$ cat config.mk
export PLATFORM = sky130hd
export DESIGN_NAME = seg_scan_receiver
export DESIGN_NICKNAME = d
export VERILOG_FILES = /design/src/rtl/seg_scan_receiver.sv
export SDC_FILE = /design/constraint.sdc
export NUM_CORES = 1
export LEC_CHECK = 0
export ABC_CLOCK_PERIOD_IN_PS = 6240
export BUFFER_PORTS_ARGS = -buffer_cell sky130_fd_sc_hd__clkbuf_2
export CORE_MARGIN = 2
export CORE_UTILIZATION = 25
export CTS_CLUSTER_DIAMETER = 30
export DETAILED_ROUTE_END_ITERATION = 8
export GPL_TIMING_DRIVEN = 1
export PLACE_DENSITY = 0.48
export SETUP_SLACK_MARGIN = 0.5
export SLEW_MARGIN = 10
export SYNTH_ARGS = -nofsm -noshare
export SYNTH_HDL_FRONTEND = slang
export SYNTH_SLANG_ARGS = --single-unit
$ cat constraint.sdc
create_clock -name clk -period 6.24 [get_ports clk]
set_clock_uncertainty 0.05 [all_clocks]
set_input_delay 0.624 -clock clk [delete_from_list [all_inputs] [get_ports clk]]
set_output_delay 0.624 -clock clk [all_outputs]
set_load 0.01 [all_outputs]
$ cat src/rtl/seg_scan_receiver.sv
// seg_scan_receiver: rebuilds a 4-digit BCD frame from a multiplexed, active-low 7-segment scan bus
//   clk           system clock
//   reset         asynchronous active-low reset
//   scan_sel      digit enables, active-low one-hot (bit0 = timer_ones .. bit3 = score_tens)
//   scan_seg      segments a..g on bits 0..6, active-low
//   digits_out    {d3,d2,d1,d0} BCD, updated on frame completion
//   digit_valid   per-digit "captured with a legal pattern"
//   frame_done    one-cycle pulse when digits_out updates
//   seg_error     one-cycle pulse on an illegal select or segment pattern at capture
//   link_timeout  high while the link is down
module seg_scan_receiver #(
    parameter int SETTLE_CYCLES  = 16,
    parameter int TIMEOUT_CYCLES = 2_500_000
) (
    input  logic        clk,
    input  logic        reset,
    input  logic [3:0]  scan_sel,
    input  logic [6:0]  scan_seg,
    output logic [15:0] digits_out,
    output logic [3:0]  digit_valid,
    output logic        frame_done,
    output logic        seg_error,
    output logic        link_timeout
);
    localparam int SW = $clog2(SETTLE_CYCLES + 1);
    localparam int TW = $clog2(TIMEOUT_CYCLES + 1);
    typedef enum logic {COLLECT, LINK_DOWN} state_t;
    state_t        state;
    logic [10:0]   sync1, sync2, prev;
    logic [SW-1:0] settle_cnt;
    logic [TW-1:0] timeout_cnt;
    logic [15:0]   shadow, merged;
    logic [3:0]    mask, sel, bcd, mask_next;
    logic [6:0]    seg_ag;
    logic [1:0]    idx;
    logic          capture, blank, sel_ok, seg_ok, legal_cap;
    assign sel       = sync2[10:7];
    // reorder so the literal patterns below read a..g from left to right
    assign seg_ag    = {sync2[0], sync2[1], sync2[2], sync2[3], sync2[4], sync2[5], sync2[6]};
    // fires only on the cycle the count steps onto SETTLE_CYCLES, so a long window captures once
    assign capture   = (sync2 == prev) && (settle_cnt == SW'(SETTLE_CYCLES - 1));
    assign blank     = &sel;
    assign sel_ok    = $onehot(~sel);
    assign idx       = ~sel[0] ? 2'd0 : ~sel[1] ? 2'd1 : ~sel[2] ? 2'd2 : 2'd3;
    assign mask_next = mask | (4'b0001 << idx);
    assign legal_cap = capture && sel_ok && seg_ok;
    always_comb begin
        seg_ok = 1'b1;
        bcd = 4'd0;
        case (seg_ag)
            7'b0000001: bcd = 4'd0;
            7'b1001111: bcd = 4'd1;
            7'b0010010: bcd = 4'd2;
            7'b0000110: bcd = 4'd3;
            7'b1001100: bcd = 4'd4;
            7'b0100100: bcd = 4'd5;
            7'b0100000: bcd = 4'd6;
            7'b0001111: bcd = 4'd7;
            7'b0000000: bcd = 4'd8;
            7'b0000100: bcd = 4'd9;
            default:    seg_ok = 1'b0;
        endcase
    end
    always_comb begin
        merged = shadow;
        merged[{idx, 2'b00} +: 4] = bcd;
    end
    always_ff @(posedge clk or negedge reset) begin
        if (!reset) begin
            sync1        <= '1;
            sync2        <= '1;
            prev         <= '1;
            settle_cnt   <= '0;
            timeout_cnt  <= '0;
            shadow       <= '0;
            mask         <= '0;
            digits_out   <= '0;
            digit_valid  <= '0;
            frame_done   <= 1'b0;
            seg_error    <= 1'b0;
            link_timeout <= 1'b0;
            state        <= COLLECT;
        end else begin
            sync1      <= {scan_sel, scan_seg};
            sync2      <= sync1;
            prev       <= sync2;
            settle_cnt <= (sync2 != prev) ? '0 : (settle_cnt == SW'(SETTLE_CYCLES)) ? settle_cnt : settle_cnt + 1'b1;
            frame_done <= 1'b0;
            seg_error  <= 1'b0;
            if (legal_cap) begin
                // a legal capture also brings the link back up and counts toward the new frame
                shadow           <= merged;
                digit_valid[idx] <= 1'b1;
                timeout_cnt      <= '0;
                state            <= COLLECT;
                link_timeout     <= 1'b0;
                mask             <= (mask_next == 4'hF) ? 4'h0 : mask_next;
                if (mask_next == 4'hF) begin
                    digits_out <= merged;
                    frame_done <= 1'b1;
                end
            end else begin
                if (state == COLLECT && timeout_cnt == TW'(TIMEOUT_CYCLES - 1)) begin
                    state        <= LINK_DOWN;
                    link_timeout <= 1'b1;
                    mask         <= '0;
                    digit_valid  <= '0;
                    timeout_cnt  <= '0;
                end else if (state == COLLECT) begin
                    timeout_cnt <= (timeout_cnt == TW'(TIMEOUT_CYCLES)) ? timeout_cnt : timeout_cnt + 1'b1;
                end
                if (capture && !blank) begin
                    seg_error <= 1'b1;
                    if (sel_ok)
                        digit_valid[idx] <= 1'b0;
                end
            end
        end
    end
endmodule
; Word level (Yosys, flattened, before mapping)
; Index checks and enable logic that the tools add are counted.
[word_totals]
input_bits = 13
memories = 0
latchBits = 0
regBits = 103
word_cells = 90
mem_bits_rw = 0
output_inout_bits = 23
mem_bits_ro = 0
[op_classes]
bitwise = 6
multipliers = 0
add_sub_neg = 6
n_lt_le_gt_ge = 2
n_reduce_logical = 13
n_eq_ne = 20
n_mux = 28
shifts = 3
div = 0
[ops]
columns = operator, count
row1 = two-way mux 22 bit, 4
row2 = == test 22 bit (second input constant), 2
row3 = case mux 4 bit (9 select lines), 1
row4 = two-way mux 4 bit, 8
row5 = adder 22 x 1 -> 22 bit (second input constant), 1
row6 = bitwise mux 16 bit, 1
row7 = variable shift 4 x 6 -> 16 bit (first input constant), 1
row8 = indexed part select 4 x 6 -> 16 bit, 1
row9 = == test 7 x 3 -> 1 bit (second input constant), 2
row10 = == test 7 x 6 -> 1 bit (second input constant), 2
row11 = == test 7 bit (second input constant), 2
row12 = == test 11 bit, 1
row13 = != test 11 bit, 1
row14 = two-way mux 5 bit, 2
row15 = OR reduction 10 bit, 1
row16 = two-way mux 1 bit, 9
row17 = inverter 4 bit, 2
row18 = OR 4 bit, 2
row19 = == test 7 x 1 -> 1 bit (second input constant), 1
row20 = == test 7 x 4 -> 1 bit (second input constant), 1
row21 = == test 7 x 5 -> 1 bit (second input constant), 1
row22 = logical NOT 7 bit, 1
row23 = logical AND 1 bit, 6
row24 = negation 4 -> 6 bit, 1
row25 = other kinds (21), 24

; Longest topological paths before layout
[depth]
depth_word = 12
ltp_mapped = 11
ltp_nobuf = 9

; Worst setup path before layout
; OpenSTA, ideal clock, no wires.
[synth_timing]
path_kind = reg-to-reg
start = register sync2[8]
end = register digits_out[13]
path_slack_ns = 3.290
stages_incl_launch_ff = 11
required_time_ns = 6.059
setup_time_ns = 0.131
period_less_slack_ns = 2.950
path_buffers = 1
t_arrival_ns = 2.770
path_cell_list = dfstp_2 -> fa_1 -> inv_1 -> ha_1 -> ha_1 -> nor3b_1 -> nand2_1 -> a2111o_1 -> buf_6 -> a221oi_1 -> a21oi_1
[synth_between]
elab_chain_len = 7
word_cells_on_any_way = 18
cone_classes = 3 x add/sub / 3 x eq/ne / 3 x shift / 3 x mux / 2 x bitwise / 4 x reduce/logical
[synth_lines]
columns = item, line
row1 = "start, declared", 29  ; logic [10:0] sync1, sync2, prev;
row2 = "start signal, assigned", 85  ; sync2 <= sync1;
row3 = branches (longest 7 deep; another with negation 4 -> 6 bit), -
row4 = "end signal, assigned", 99  ; digits_out <= merged;
row5 = "end, declared", 19  ; output logic [15:0] digits_out,
; Several ways; the timed one is not identified.
; A chain may end at the register's enable or synchronous reset.

; Worst setup path in the final report
; Ends and elaborated chain as after synthesis.

==> flow_summary.json <==
{
  "cap_violations": 0,
  "fraction_of_synthesized_cell_area_in_xor_and_xnor_cells": 0.0642,
  "r2r_slack_ns": 2.60,
  "grt_pass1_wl_mm": 16.0,
  "post-layout-total-power_mw": 1.32,
  "die-area_mm2": 0.0197,
  "irDropWorstVdd_v": 0.000138,
  "cp.arrival_ns": 3.80,
  "synth.cell_area_mm2": 0.00464,
  "routed_wire_length_per_instance_um": 13.7,
  "diodes": 0,
  "synth-warning-count": 0,
  "synth_area_leader_cell": "dfrtp_1",
  "netlist_instances": 419,
  "drive_above_1_share": 0.199,
  "cts.hold.buffers_added": 0,
  "crit_fanout": 33,
  "detailroute.via_count": 3127,
  "synth_top_cells_by_count": "dfrtp_1, nor2_1, dfstp_2",
  "report.final.setup_viol": 0,
  "post_synth_mux_area_share": 0.00432,
  "clock_latency_ns": 0.37,
  "syn-mean-instance-area_um2": 11.1,
  "fin_hold_ws_ns": 0.168,
  "synth-compound-area-share": 0.130,
  "setup_total_negative_slack_ns": 0,
  "synth_fp_nets": 449,
  "coreArea_mm2": 0.0181,
  "detailedRoute.firstIterationViolations": 204,
  "worst_slew_margin_rel": 0.324,
  "finalNetCount": 482,
  "worstSetupStartpointType": "flip-flop",
  "tightestPinTransition_ns": 1.01,
  "grt_pass1_vias": 3218,
  "fmax_mhz": 275,
  "p_int_mw": 1.02,
  "postPlaceCellArea_mm2": 0.00503,
  "synth_adder_area_share": 0.0475,
  "dp.cells": 670,
  "synth.distinct_cells": 50,
  "clock_slew_seen_by_the_registers_of_the_worst_setup_and_hold_paths_ns": 0.07,
  "power_density_normalized_to_cell_area_mw_per_mm2": 247,
  "post-synth-top-area-fraction": 0.378,
  "num_io_pins": 36,
  "post-route-cell-area_mm2": 0.00533,
  "crit_path_end_kind": "flip-flop",
  "detailedRoute.firstPassIterationCount": 4,
  "cp.required_ns": 6.40,
  "static-leakage-power_nw": 2.37,
  "cts_tree": "built",
  "number_of_buffers_inserted_by_post_cts_setup_repair": 0,
  "die-width_um": 140,
  "final_cell_count_no_fill": 686,
  "class_of_the_tightest_hold_or_removal_check": "in2async",
  "initial_utilization": 0.256,
  "hold_viol": 0,
  "share_clk_of_total_power": 0.430,
  "largest_net_degree_at_the_start_of_global_routing": 66,
  "cts_inserted_buffers": 9,
  "via_per_inst": 4.56,
  "yosysMostFrequentCell": "dfrtp_1",
  "seq_area_frac_synth": 0.565,
  "power.share.switching": 0.226,
  "port-buffer-count": 35,
  "postCtsResizedCells": 0,
  "critPathKind": "reg2reg",
  "period_utilization": 0.583,
  "status": "finished, final reports clean",
  "synth_flop_cell": "dfrtp_1",
  "cts_max_path_buffers": 2,
  "dpl.hpwl_mm": 6.50,
  "floorplan.die.height_um": 140,
  "drcViolationCount": 0,
  "number_of_core_rows": 49,
  "yosys.area_share.simple": 0.145,
  "maxSlewViolCount": 0,
  "routed_wirelength_mm": 9.38,
  "p_comb_frac": 0.039,
  "grt_overflow_total": 0,
  "detail-route-antenna-nets": 0,
  "cts-htree-levels": 3,
  "initial_antenna_violation_count": 0,
  "synthArstFlopShare": 1.00,
  "gp_congestion": 0.756,
  "power_frac_seq": 0.530,
  "final.min_clock_period_ns": 3.64,
  "grt_setup_unrepaired": "no",
  "net_load_switching_power_mw": 0.297,
  "layout_overhead_on_the_synthesized_area_pct": 14.8,
  "synth.top_cells.by_area": "dfrtp_1, dfstp_2, ha_1",
  "postSynthRegisterBits": 103,
  "clock_sink_count": 103,
  "root_buffer": "clkbuf_16",
  "synth_top_family_by_area": "simple AND/OR/NAND/NOR gates",
  "number_of_enable_type_register_cells_in_the_synthesized_netlist": 0,
  "grtUsageTotal": 0.103
}
## per-layer routing
metal	vias up	routed length [µm]	track usage
met2	60	4350	0.162
met3	11	420	0.0328
met4	0	178	0.0484
met5	-	0	0
met1	1531	4440	0.130
li1	1525	-	-
## worst paths after layout
| check | from | to | cells past startpoint |
|---|---|---|---|
| setup / recovery | sync2[8]$_DFF_PN1_ | digits_out[13]$_DFFE_PN0P_ | 9 |
| hold / removal | reset | shadow[13]$_DFFE_PN0N_ | 1 |
| setup reg to reg | sync2[8]$_DFF_PN1_ | digits_out[13]$_DFFE_PN0P_ | 9 |
| hold reg to reg | sync1[4]$_DFF_PN1_ | sync2[4]$_DFF_PN1_ | 0 |
| max in group asynchronous | reset | seg_error$_DFF_PN0_ | 2 |
| min in group clk | scan_seg[5] | sync1[5]$_DFF_PN1_ | 1 |
## area by class of cell
cell class | instances | area [µm²]
fill | 1846 | 12800
tap | 229 | 287
timing repair buffer | 37 | 193
clock buffer | 10 | 229
sequential | 103 | 2620
multi-input combinational | 270 | 1810
inverter | 31 | 116
clock inverter | 6 | 68.8
## critical path, cell delays in order, from the launching register on
cell	delay [ns]
dfstp_2	0.59
fa_1	0.42
inv_1	0.06
ha_1	0.13
ha_1	0.22
nor3b_1	0.46
nand2_1	0.18
a2111o_1	0.81
a221oi_1	0.46
a21oi_1	0.08
## layout by cell type, fill, tap and decap left out, drive strengths merged, types with 2 or more instances in the layout
cell    synthesis  routed
nor3b           2       2
dfstp          33      33
nand3           9       9
nand4           7       7
buf            12       3
mux2i           2       2
nor2b           3       3
nor3            7       7
and3            7       7
nand3b          2       2
a31oi          10      10
nand2b          2       2
nand2          26      26
and2            7       7
xnor2          19      19
or3             2       2
o21ai           9       9
ha             16      16
dfrtp          70      70
a211oi          2       2
clkinv          0       3
a22o           16      16
nor2           43      43
nor4b           4       4
nor4            3       3
clkbuf          3      44
and4            4       4
a21oi          26      26
inv            31      33
a221oi         13      13
a22oi           3       3
xor2           15      15
## logic make-up after synthesis
| family | count (synthesis) |
|---|---|
| mux | 2 |
| flops | 103 |
| buf+inv | 46 |
| compound gates | 85 |
| xor+xnor | 34 |
| simple gates | 132 |
| fa+ha+maj | 17 |
## sequential cells by signal, indices dropped and copies added, names as in the netlist
name,cells
state,1
digit_valid,4
sync1,11
timeout_cnt,22
settle_cnt,5
mask,4
digits_out,16
frame_done,1
prev,11
sync2,11
seg_error,1
shadow,16
## power groups by stage
stage          clock network (mW)  logic (mW)  registers, mW
2_1_floorplan                   0      0.0326          0.705
3_3_place_gp                    0      0.0522          0.710
3_5_place_dp                    0      0.0527          0.711
4_1_cts                     0.587      0.0533          0.698
5_1_grt                     0.619      0.0606          0.700
6_report                    0.567      0.0515          0.698
## metrics by stage
step / util / setup WS, ns
floorplan: - / 3.29
global placement: 0.278 / 2.60
detailed placement: 0.278 / 2.52
CTS: 0.294 / 2.53
global route: 0.294 / 2.20
finish: 0.294 / 2.60
Note: power is estimated with default switching activity, not from simulation.
